[src/rtl/unified_mem_arbiter.sv]
// Arbiter that lets the I-cache and D-cache miss ports share one block-level main memory.
// Ties alternate on the last grant; each transaction is IDLE -> ACCESS -> RESPOND.
module unified_mem_arbiter #(
  parameter int ADDR_WIDTH = 28,
  parameter int DATA_WIDTH = 128
) (
  input  logic                  CLK,
  input  logic                  RESET,
  input  logic                  INSTR_READ,
  input  logic [ADDR_WIDTH-1:0] INSTR_ADDR,
  output logic [DATA_WIDTH-1:0] INSTR_READDATA,
  output logic                  INSTR_BUSYWAIT,
  input  logic                  DATA_READ,
  input  logic                  DATA_WRITE,
  input  logic [ADDR_WIDTH-1:0] DATA_ADDR,
  input  logic [DATA_WIDTH-1:0] DATA_WRITEDATA,
  output logic [DATA_WIDTH-1:0] DATA_READDATA,
  output logic                  DATA_BUSYWAIT,
  output logic                  MEM_READ,
  output logic                  MEM_WRITE,
  output logic [ADDR_WIDTH-1:0] MEM_ADDR,
  output logic [DATA_WIDTH-1:0] MEM_WRITEDATA,
  input  logic [DATA_WIDTH-1:0] MEM_READDATA,
  input  logic                  MEM_BUSYWAIT
);

  typedef enum logic [1:0] {S_IDLE = 2'd0, S_ACCESS = 2'd1, S_RESPOND = 2'd2} state_t;
  typedef enum logic {G_INSTR = 1'b0, G_DATA = 1'b1} req_t;

  state_t state, state_next;
  req_t   grant, grant_next, last, last_next, pick;
  logic   first_q, first_next;
  logic   mem_read_next, mem_write_next;
  logic   instr_req, data_req;
  logic [ADDR_WIDTH-1:0] mem_addr_next;
  logic [DATA_WIDTH-1:0] mem_wdata_next, instr_rdata_next, data_rdata_next;

  assign instr_req = INSTR_READ;
  assign data_req  = DATA_READ | DATA_WRITE;

  // Handshake: a requester holds its request until its busywait drops; busywait is low
  // for exactly the RESPOND cycle, and the request must be dropped or changed by the
  // edge that ends RESPOND. A requester that is not granted sees busywait held high.
  assign INSTR_BUSYWAIT = instr_req & ~((state == S_RESPOND) && (grant == G_INSTR));
  assign DATA_BUSYWAIT  = data_req  & ~((state == S_RESPOND) && (grant == G_DATA));

  always_comb begin
    state_next       = state;
    grant_next       = grant;
    last_next        = last;
    first_next       = first_q;
    pick             = G_INSTR;
    mem_read_next    = MEM_READ;
    mem_write_next   = MEM_WRITE;
    mem_addr_next    = MEM_ADDR;
    mem_wdata_next   = MEM_WRITEDATA;
    instr_rdata_next = INSTR_READDATA;
    data_rdata_next  = DATA_READDATA;
    case (state)
      S_IDLE: begin
        if (instr_req || data_req) begin
          if (instr_req && data_req) pick = (last == G_INSTR) ? G_DATA : G_INSTR;
          else                       pick = data_req ? G_DATA : G_INSTR;
          grant_next = pick;
          last_next  = pick;
          first_next = 1'b1;
          state_next = S_ACCESS;
          if (pick == G_DATA) begin
            mem_addr_next  = DATA_ADDR;
            mem_wdata_next = DATA_WRITEDATA;
            mem_write_next = DATA_WRITE;
            mem_read_next  = ~DATA_WRITE;
          end else begin
            mem_addr_next  = INSTR_ADDR;
            mem_read_next  = 1'b1;
            mem_write_next = 1'b0;
          end
        end
      end
      S_ACCESS: begin
        first_next = 1'b0;
        // The first ACCESS edge is skipped so a memory that raises busywait late is not missed.
        if (!first_q && !MEM_BUSYWAIT) begin
          mem_read_next  = 1'b0;
          mem_write_next = 1'b0;
          state_next     = S_RESPOND;
          if (MEM_READ) begin
            if (grant == G_INSTR && instr_req)    instr_rdata_next = MEM_READDATA;
            else if (grant == G_DATA && data_req) data_rdata_next  = MEM_READDATA;
          end
        end
      end
      S_RESPOND: state_next = S_IDLE;
      default:   state_next = S_IDLE;
    endcase
  end

  always_ff @(posedge CLK) begin
    if (RESET) begin
      state          <= S_IDLE;
      grant          <= G_INSTR;
      last           <= G_INSTR;
      first_q        <= 1'b0;
      MEM_READ       <= 1'b0;
      MEM_WRITE      <= 1'b0;
      MEM_ADDR       <= '0;
      MEM_WRITEDATA  <= '0;
      INSTR_READDATA <= '0;
      DATA_READDATA  <= '0;
    end else begin
      state          <= state_next;
      grant          <= grant_next;
      last           <= last_next;
      first_q        <= first_next;
      MEM_READ       <= mem_read_next;
      MEM_WRITE      <= mem_write_next;
      MEM_ADDR       <= mem_addr_next;
      MEM_WRITEDATA  <= mem_wdata_next;
      INSTR_READDATA <= instr_rdata_next;
      DATA_READDATA  <= data_rdata_next;
    end
  end

endmodule

[config.mk]
export PLATFORM = sky130hd
export DESIGN_NAME = unified_mem_arbiter
export DESIGN_NICKNAME = d
export VERILOG_FILES = /design/src/rtl/unified_mem_arbiter.sv
export SDC_FILE = /design/constraint.sdc
export NUM_CORES = 1
export LEC_CHECK = 0
export CORE_AREA = 3 3 281 283
export DETAILED_ROUTE_END_ITERATION = 10
export DIE_AREA = 0 0 284 286
export PLACE_DENSITY = 0.43
export SETUP_SLACK_MARGIN = 0.5
export SLEW_MARGIN = 10
export SYNTH_ARGS = -nofsm -noshare
export SYNTH_HDL_FRONTEND = slang
export SYNTH_SLANG_ARGS = --single-unit
export TNS_END_PERCENT = 30
[constraint.sdc]
create_clock -name CLK -period 3.94 [get_ports CLK]
set_input_delay 1.182 -clock CLK [delete_from_list [all_inputs] [get_ports CLK]]
set_output_delay 1.182 -clock CLK [all_outputs]
set_load 0.005 [all_outputs]
-- Word level (Yosys, flattened, before mapping)
Index checks and enable logic that the tools add are counted.
- register bits after elaboration: 418
- bits of input ports: 318
- output and inout bits: 416
- logic and storage cells: 57
- eq/ne operators: 4
- mux-type cells: 18
- bitwise logic cells: 8
- reductions and logical operators: 18
- operator list (kind ; number):
    $mux W28 ; 1
    $mux W1 ; 11
    $logic_and A1 B1 Y1 ; 6
    $pmux W1 S2 ; 3
    $reduce_and A2 Y1 ; 3
    $reduce_and A3 Y1 ; 2
    $not A1 Y1 ; 5
    $reduce_and A5 Y1 ; 1
    $mux W2 ; 2
    $ne A2 B2 Y1 const B ; 2
    $pmux W2 S2 ; 1
    $reduce_and A4 Y1 ; 1
    $and A1 B1 Y1 ; 2
    $eq A2 B1 Y1 const B ; 1
    $eq A2 B2 Y1 const B ; 1
    $logic_not A1 Y1 ; 2
    $logic_not A2 Y1 ; 1
    $reduce_bool A2 Y1 ; 1
    $logic_or A1 B1 Y1 ; 1
    $or A1 B1 Y1 ; 1

-- Logic depth before layout (Yosys ltp)
Gate-level depths: netlist of the first run.
- depth in word-level cells: 8
- depth in mapped cells: 8
- mapped depth without buffers: 3

-- Least setup slack after synthesis of the first run
No wires, ideal clock.
- path type: input port to output port
- start: in DATA_WRITE
- end: out DATA_BUSYWAIT
- arrival time: 2353 ps
- required time: 2758 ps
- path slack: 405 ps
- stages on the path: 6
- path buffers: 4
- cells stage by stage: clkbuf_1 > nor2_1 > clkbuf_1 > clkbuf_1 > clkbuf_1 > a31oi_1
- cells in the longest elaborated chain, start to end: 2
- ends and longest elaborated chain (what ; RTL line ; source):
    start: declaration ; 14 ; input logic DATA_WRITE,
    $or A1 B1 Y1 ; 39 ; assign data_req = DATA_READ | DATA_WRITE;
    $and A1 B1 Y1 ; 45 ; assign DATA_BUSYWAIT = data_req & ~((state == S_RESPOND) && (grant == G_DATA));
    end: declaration ; 18 ; output logic DATA_BUSYWAIT,
Every way passes these cells.

-- Worst setup path after layout of the first run
Same ends and word-level chain as after synthesis.

==> results of run 1 <==
how the worst max path moves through the flow:
stage	cells past startpoint	endpoint	startpoint	slack [ns]
2_1_floorplan	6	DATA_BUSYWAIT	DATA_WRITE	0.53
3_3_place_gp	4	DATA_BUSYWAIT	DATA_READ	0.28
3_5_place_dp	4	DATA_BUSYWAIT	DATA_WRITE	0.28
4_1_cts	3	INSTR_BUSYWAIT	INSTR_READ	0.45
5_1_grt	4	DATA_BUSYWAIT	DATA_WRITE	0.48
6_report	4	DATA_BUSYWAIT	DATA_WRITE	0.54
state kept, by name, summed over array words and instances, names as in the netlist, 2 cells and up:
register,flops
MEM_WRITEDATA,128
MEM_ADDR,28
INSTR_READDATA,128
DATA_READDATA,128
state,2
power by group through the flow:
stage / clock network [uW] / registers [uW] / logic (uW)
3_5_place_dp: 0 / 4600 / 1560
2_1_floorplan: 0 / 4590 / 590
4_1_cts: 4940 / 4510 / 1570
5_1_grt: 5070 / 4530 / 1670
6_report: 4730 / 4510 / 1550
3_3_place_gp: 0 / 4590 / 1550
cell usage in the layout (no fill, tap or decap), drive strengths merged, types with 3 or more instances in the layout:
cell	netlist	routed
or3	3	3
nand2b	384	384
diode	0	7
a21oi	160	160
nand2	62	62
clkbuf	134	79
nor2	3	3
nand3	128	128
a311oi	28	28
clkdlybuf4s50	0	730
mux2i	256	256
inv	2	3
o21ai	129	129
buf	30	40
dfxtp	418	418
nor3	4	4
clkinv	0	11
routing by layer:
| metal | wire (um) | up-vias | global-route usage | share of wire |
|---|---|---|---|---|
| li1 | - | 7310 | - | - |
| met1 | 26300 | 7193 | 0.177 | 0.38 |
| met2 | 34600 | 546 | 0.285 | 0.50 |
| met3 | 6480 | 117 | 0.0662 | 0.093 |
| met4 | 2250 | 10 | 0.0612 | 0.032 |
| met5 | 61 | - | 0 | 0.00088 |
logic make-up after synthesis:
group,Yosys count
multiplexers,256
buffers and inverters,166
AND/OR/NAND/NOR,586
flip-flops,418
AO/OA/AOI/OAI,327
worst max-delay path, cell delays in order:
cell and delay [ns]:
sky130_fd_sc_hd__clkdlybuf4s50_1 0.55, sky130_fd_sc_hd__nor2_4 0.06, sky130_fd_sc_hd__a31oi_1 0.16, sky130_fd_sc_hd__dlygate4sd2_1 0.27
synth_stat cells, drive strengths merged:
| master | count | area, um2 |
|---|---|---|
| a211o | 1 | 8.76 |
| a211oi | 1 | 7.51 |
| a21oi | 160 | 801 |
| a221oi | 1 | 8.76 |
| a2bb2oi | 1 | 8.76 |
| a311oi | 28 | 245 |
| a31oi | 1 | 6.26 |
| buf | 30 | 189 |
| clkbuf | 134 | 503 |
| dfxtp | 418 | 8370 |
| inv | 2 | 7.51 |
| mux2i | 256 | 2560 |
| nand2 | 62 | 233 |
| nand2b | 384 | 2400 |
| nand3 | 128 | 641 |
| nor2 | 3 | 11.3 |
| nor3 | 4 | 20.0 |
| o211ai | 1 | 7.51 |
| o21ai | 129 | 646 |
| o2bb2ai | 1 | 8.76 |
| o311ai | 1 | 8.76 |
| o31a | 1 | 8.76 |
| o31ai | 1 | 7.51 |
| or2 | 1 | 6.26 |
| or3 | 3 | 18.8 |
| or4b | 1 | 10.0 |
area by class of cell:
type                    count  area, um2  area share
diodes                      7       17.5    0.000650
clock buffers              79       1570      0.0581
clock inverters            14        124     0.00459
inverters                   2       7.51    0.000278
multi-input cells        1169       7740       0.287
flip-flops and latches    418       8370       0.310
well taps                1040       1300      0.0483
repair buffers            772       7840       0.291
metrics by stage:
step | std cells | hold slack (ns) | utilization | cell area [um2] | total power (uW)
finish | 3501 | 0.470 | 0.350 | 27000 | 10800
detailed placement | 3401 | 0.461 | 0.328 | 25300 | 6150
CTS | 3494 | 0.472 | 0.350 | 26900 | 11000
global placement | 3401 | 0.458 | 0.328 | 25300 | 6140
floorplan | 1753 | 0.462 | - | 16700 | 5180
global route | 3500 | 0.486 | 0.350 | 27000 | 11300
==> impl_metrics.toml, run 1 <==
[run_status]
result_of_the_run = "finished, final reports clean"

[clocking]
post-cts-setup-buffer-count = 0
path_clk_slew_ns = 0.06
clock_insertion_delay_worst_skew_ns = 0.59
cts.repair.resized = 1
clock-root-buffer = "sky130_fd_sc_hd__clkbuf_16"
htree_levels = 2
numClockSinks = 418
ctsHoldBuffers = 0
tritoncts.num_buffers = 53
cts_max_path_buffers = 3
tritoncts = "yes"

[sta]
setup_viol_count_final = 0
max_slew_violation_count = 0
worst_clock_skew_ns = 0.0105
fmax_mhz = 294
period_needed_ns = 3.40
post-route-worst-setup-slack_ns = 0.541
final_min_period_over_clock_period = 0.863
max_slew_margin = 0.235
rsz0062_at_grt = "true"
final_hold_viol_count = 0
timing.setup.tns_ns = 0
tightestPinTransition_ns = 1.15

[detailed_routing]
dr.pass1.iters = 4
post_dr_wirelength_cell_um = 19.9
route.detailed.drc = 0
wirelength_mm = 69.7
route.antenna.remaining_nets = 0
detailedRoute.firstIterationViolations = 675
detail_route.vias_per_cell = 4.33
route.vias.total = 15200

[worst_setup_path]
reg2regPathDepth = 5
critical_path_at_ns = 2.22
startpoint_type = "primary input"
worstSetupPathType = "in -> out"
crit_required_ns = 2.76
worst_r2r_startpoint = "state[0]$_SDFFE_PP0P_"
cp_max_fo = 2
rr_endpoint = "INSTR_READDATA[55]$_SDFFE_PP0P_"
regToRegSetupSlack_ns = 1.49
cp-end-kind = "output port"

[power]
irDropWorstVdd_mv = 0.352
share_seq_of_total_power = 0.418
comb_power_share = 0.143
power.internal_uw = 8050
power_leakage_uw = 0.0101
p_sw_frac = 0.253
power_density_over_the_cells_nw_per_um2 = 400
p_clk_frac = 0.438
netSwitchingPower_uw = 2730

[placement]
dp_worst_setup_slack_ns = 0.281
dp_hpwl_mm = 50.0
finalWeightedCongestion = 0.788
placement.io_buffers = 733

[hold_path]
hold_class = "reg -> reg"
whs_path_depth = 2
min-delay-start = "DATA_READDATA[114]$_SDFFE_PP0P_"
timing.hold.worst_endpoint = "DATA_READDATA[114]$_SDFFE_PP0P_"

[global_route]
grt_max_degree = 131
antenna_found_initial = 13
grtUsageTotal = 0.163
gr-total-overflow = 0
first_global_vias = 15700
wire_length_of_the_first_global_routing_pass_mm = 102

[logic_synthesis]
synth_top_family_by_area = "simple AND/OR/NAND/NOR gates"
synthXorXnorAreaFrac = 0
synth_cells = 1753
post_synth_num_cell_types = 28
synth_compound_area_frac = 0.106
yosys_register_bits = 418
share_of_cell_area_taken_by_muxes_after_synthesis = 0.153
post_synth.cell_area_avg_um2 = 9.55
share_of_the_yosys_chip_area_belonging_to_registers = 0.500
synth_fa_ha_area_frac = 0
synth_area_um2 = 16700
post_synthesis_simple_gate_area_fraction = 0.200
mappedNetlistNets = 2071
yosys_warnings = 0

[floorplanning]
coreArea_um2 = 77000
start_util = 0.218
io_pins = 734
dieHeight_um = 286
dieWidth_um = 284
num_rows = 102
die-area_um2 = 81200

[cells_and_area]
share_of_post_route_cells_with_drive_strength_above_1 = 0.0534
area.growth.synth_to_final_pct = 61.0
finish.net_count = 2734
nFillCells = 7821

[flow_run]
maxCapViolCount = 0
(Power assumes the default switching activity.)
==> run 2, diff against run 1 <==
--- a/config.mk
+++ b/config.mk
@@ -5,6 +5,8 @@
 export SDC_FILE = /design/constraint.sdc
 export NUM_CORES = 1
 export LEC_CHECK = 0
+export ABC_CLOCK_PERIOD_IN_PS = 3940
+export CAP_MARGIN = 20
 export CORE_AREA = 3 3 281 283
 export DETAILED_ROUTE_END_ITERATION = 10
 export DIE_AREA = 0 0 284 286
==> impl_metrics.toml, run 2 (synthesized netlist as in run 1, its figures left out) <==
[clocking]
clock-root-buffer = "sky130_fd_sc_hd__clkbuf_16"
cts_max_path_buffers = 3
ctsHoldBuffers = 0
numClockSinks = 418
tritoncts.num_buffers = 53
path_clk_slew_ns = 0.06
htree_levels = 2
clock_insertion_delay_worst_skew_ns = 0.59
tritoncts = "yes"

[worst_setup_path]
worst_r2r_startpoint = "state[0]$_SDFFE_PP0P_"
reg2regPathDepth = 5
worstSetupPathType = "in -> out"
rr_endpoint = "INSTR_READDATA[55]$_SDFFE_PP0P_"
regToRegSetupSlack_ns = 1.49
cp-end-kind = "output port"
cp_max_fo = 2
startpoint_type = "primary input"
critical_path_at_ns = 2.21
crit_required_ns = 2.76

[detailed_routing]
detailedRoute.firstIterationViolations = 712
dr.pass1.iters = 6
route.detailed.drc = 0
route.vias.total = 15200
route.antenna.remaining_nets = 0
wirelength_mm = 69.6
detail_route.vias_per_cell = 4.33
post_dr_wirelength_cell_um = 19.9

[placement]
dp_hpwl_mm = 50.0
finalWeightedCongestion = 0.788
dp_worst_setup_slack_ns = 0.281
placement.io_buffers = 733

[floorplanning]
num_rows = 102
dieHeight_um = 286
dieWidth_um = 284
die-area_um2 = 81200
start_util = 0.218
io_pins = 734
coreArea_um2 = 77000

[sta]
max_slew_violation_count = 0
worst_clock_skew_ns = 0.0106
final.hold.worst_slack_ns = 0.470
timing.setup.tns_ns = 0
final_min_period_over_clock_period = 0.861
final_hold_viol_count = 0
setup_viol_count_final = 0
post-route-worst-setup-slack_ns = 0.548
period_needed_ns = 3.39
max_slew_margin = 0.555
fmax_mhz = 295
tightestPinTransition_ns = 0.668
rsz0062_at_grt = "true"

[cells_and_area]
share_of_post_route_cells_with_drive_strength_above_1 = 0.0538
nFillCells = 7822
most_used_cells_in_the_layout_excluding_fill_and_tap_cells = "sky130_fd_sc_hd__clkdlybuf4s50_1 (730), sky130_fd_sc_hd__dfxtp_1 (418), sky130_fd_sc_hd__nand2b_1 (384), sky130_fd_sc_hd__mux2i_1 (256), sky130_fd_sc_hd__a21oi_1 (160)"
finish.utilization = 0.351
area.growth.synth_to_final_pct = 61.1
layout_commonest_cell = "sky130_fd_sc_hd__clkdlybuf4s50_1"
finish.net_count = 2735
biggestRegsByFlops = "DATA_READDATA x128, INSTR_READDATA x128, MEM_WRITEDATA x128"

[global_route]
grt_max_degree = 131
antenna_found_initial = 13
wire_length_of_the_first_global_routing_pass_mm = 102
first_global_vias = 15700
grtUsageTotal = 0.163
gr-total-overflow = 0

[power]
power_density_over_the_cells_nw_per_um2 = 400
power_leakage_uw = 0.0101
p_total_uw = 10800
irDropWorstVdd_mv = 0.346

[hold_path]
hold_class = "reg -> reg"
timing.hold.worst_endpoint = "DATA_READDATA[114]$_SDFFE_PP0P_"
min-delay-start = "DATA_READDATA[114]$_SDFFE_PP0P_"
whs_path_depth = 2

[flow_run]
maxCapViolCount = 0

[run_status]
result_of_the_run = "finished, final reports clean"
-- run 2: cell count changes in the layout (fill, tap and decap cells not counted) --
cell | before | now
sky130_fd_sc_hd__buf_8 | 1 | 2
-- run 2: power by group --
part           internal [uW]  switching (uW)
Combinational            850             695
Sequential              4410             101
Clock                   2800            1930
Total                   8060            2730
-- run 2: layout make-up --
| class | count | area [um2] | share of cell area |
|---|---|---|---|
| tap | 1040 | 1300 | 0.0482 |
| clock buffer | 79 | 1570 | 0.0580 |
| timing repair buffer | 773 | 7850 | 0.291 |
| clock inverter | 14 | 124 | 0.00459 |
| inverter | 2 | 7.51 | 0.000278 |
| sequential | 418 | 8370 | 0.310 |
| multi-input combinational | 1169 | 7740 | 0.287 |
| antenna | 7 | 17.5 | 0.000649 |
-- run 2: worst max-delay path by stage --
stage	end	start
after global routing	DATA_BUSYWAIT	DATA_WRITE
final	DATA_BUSYWAIT	DATA_WRITE
after CTS	INSTR_BUSYWAIT	INSTR_READ
after floorplan	DATA_BUSYWAIT	DATA_WRITE
after detailed placement	DATA_BUSYWAIT	DATA_WRITE
after global placement	DATA_BUSYWAIT	DATA_READ
-- run 2: per-layer routing --
layer | track usage | vias to the layer above | share of wire
met2 | 0.285 | 529 | 0.49
met1 | 0.177 | 7190 | 0.38
met5 | 0 | - | 0.00088
li1 | - | 7311 | -
met4 | 0.0612 | 10 | 0.032
met3 | 0.0662 | 115 | 0.091
-- run 2: critical path, stage by stage --
cell and delay, ns:
sky130_fd_sc_hd__clkdlybuf4s50_1 0.54, sky130_fd_sc_hd__nor2_4 0.06, sky130_fd_sc_hd__a31oi_1 0.16, sky130_fd_sc_hd__dlygate4sd2_1 0.27
-- run 2: what timing repair did --
action                     in CTS  in global routing
setup endpoints to repair       2                  2
setup buffers                   0                  0
gates resized for setup         1                  1
pin swaps                       0                  0
-- run 2: per-stage QoR --
stage / std cells / area, um2
4_1_cts: 3494 / 26900
3_3_place_gp: 3401 / 25300
6_report: 3502 / 27000
3_5_place_dp: 3401 / 25300
2_1_floorplan: 1753 / 16700
5_1_grt: 3501 / 27000
==> run 3, diff against run 2 <==
--- a/config.mk
+++ b/config.mk
@@ -16,4 +16,4 @@
 export SYNTH_ARGS = -nofsm -noshare
 export SYNTH_HDL_FRONTEND = slang
 export SYNTH_SLANG_ARGS = --single-unit
-export TNS_END_PERCENT = 30
+export TNS_END_PERCENT = 5
==> results of run 3 <==
No change in the layout: final DEF, timing and power equal those of run 2.
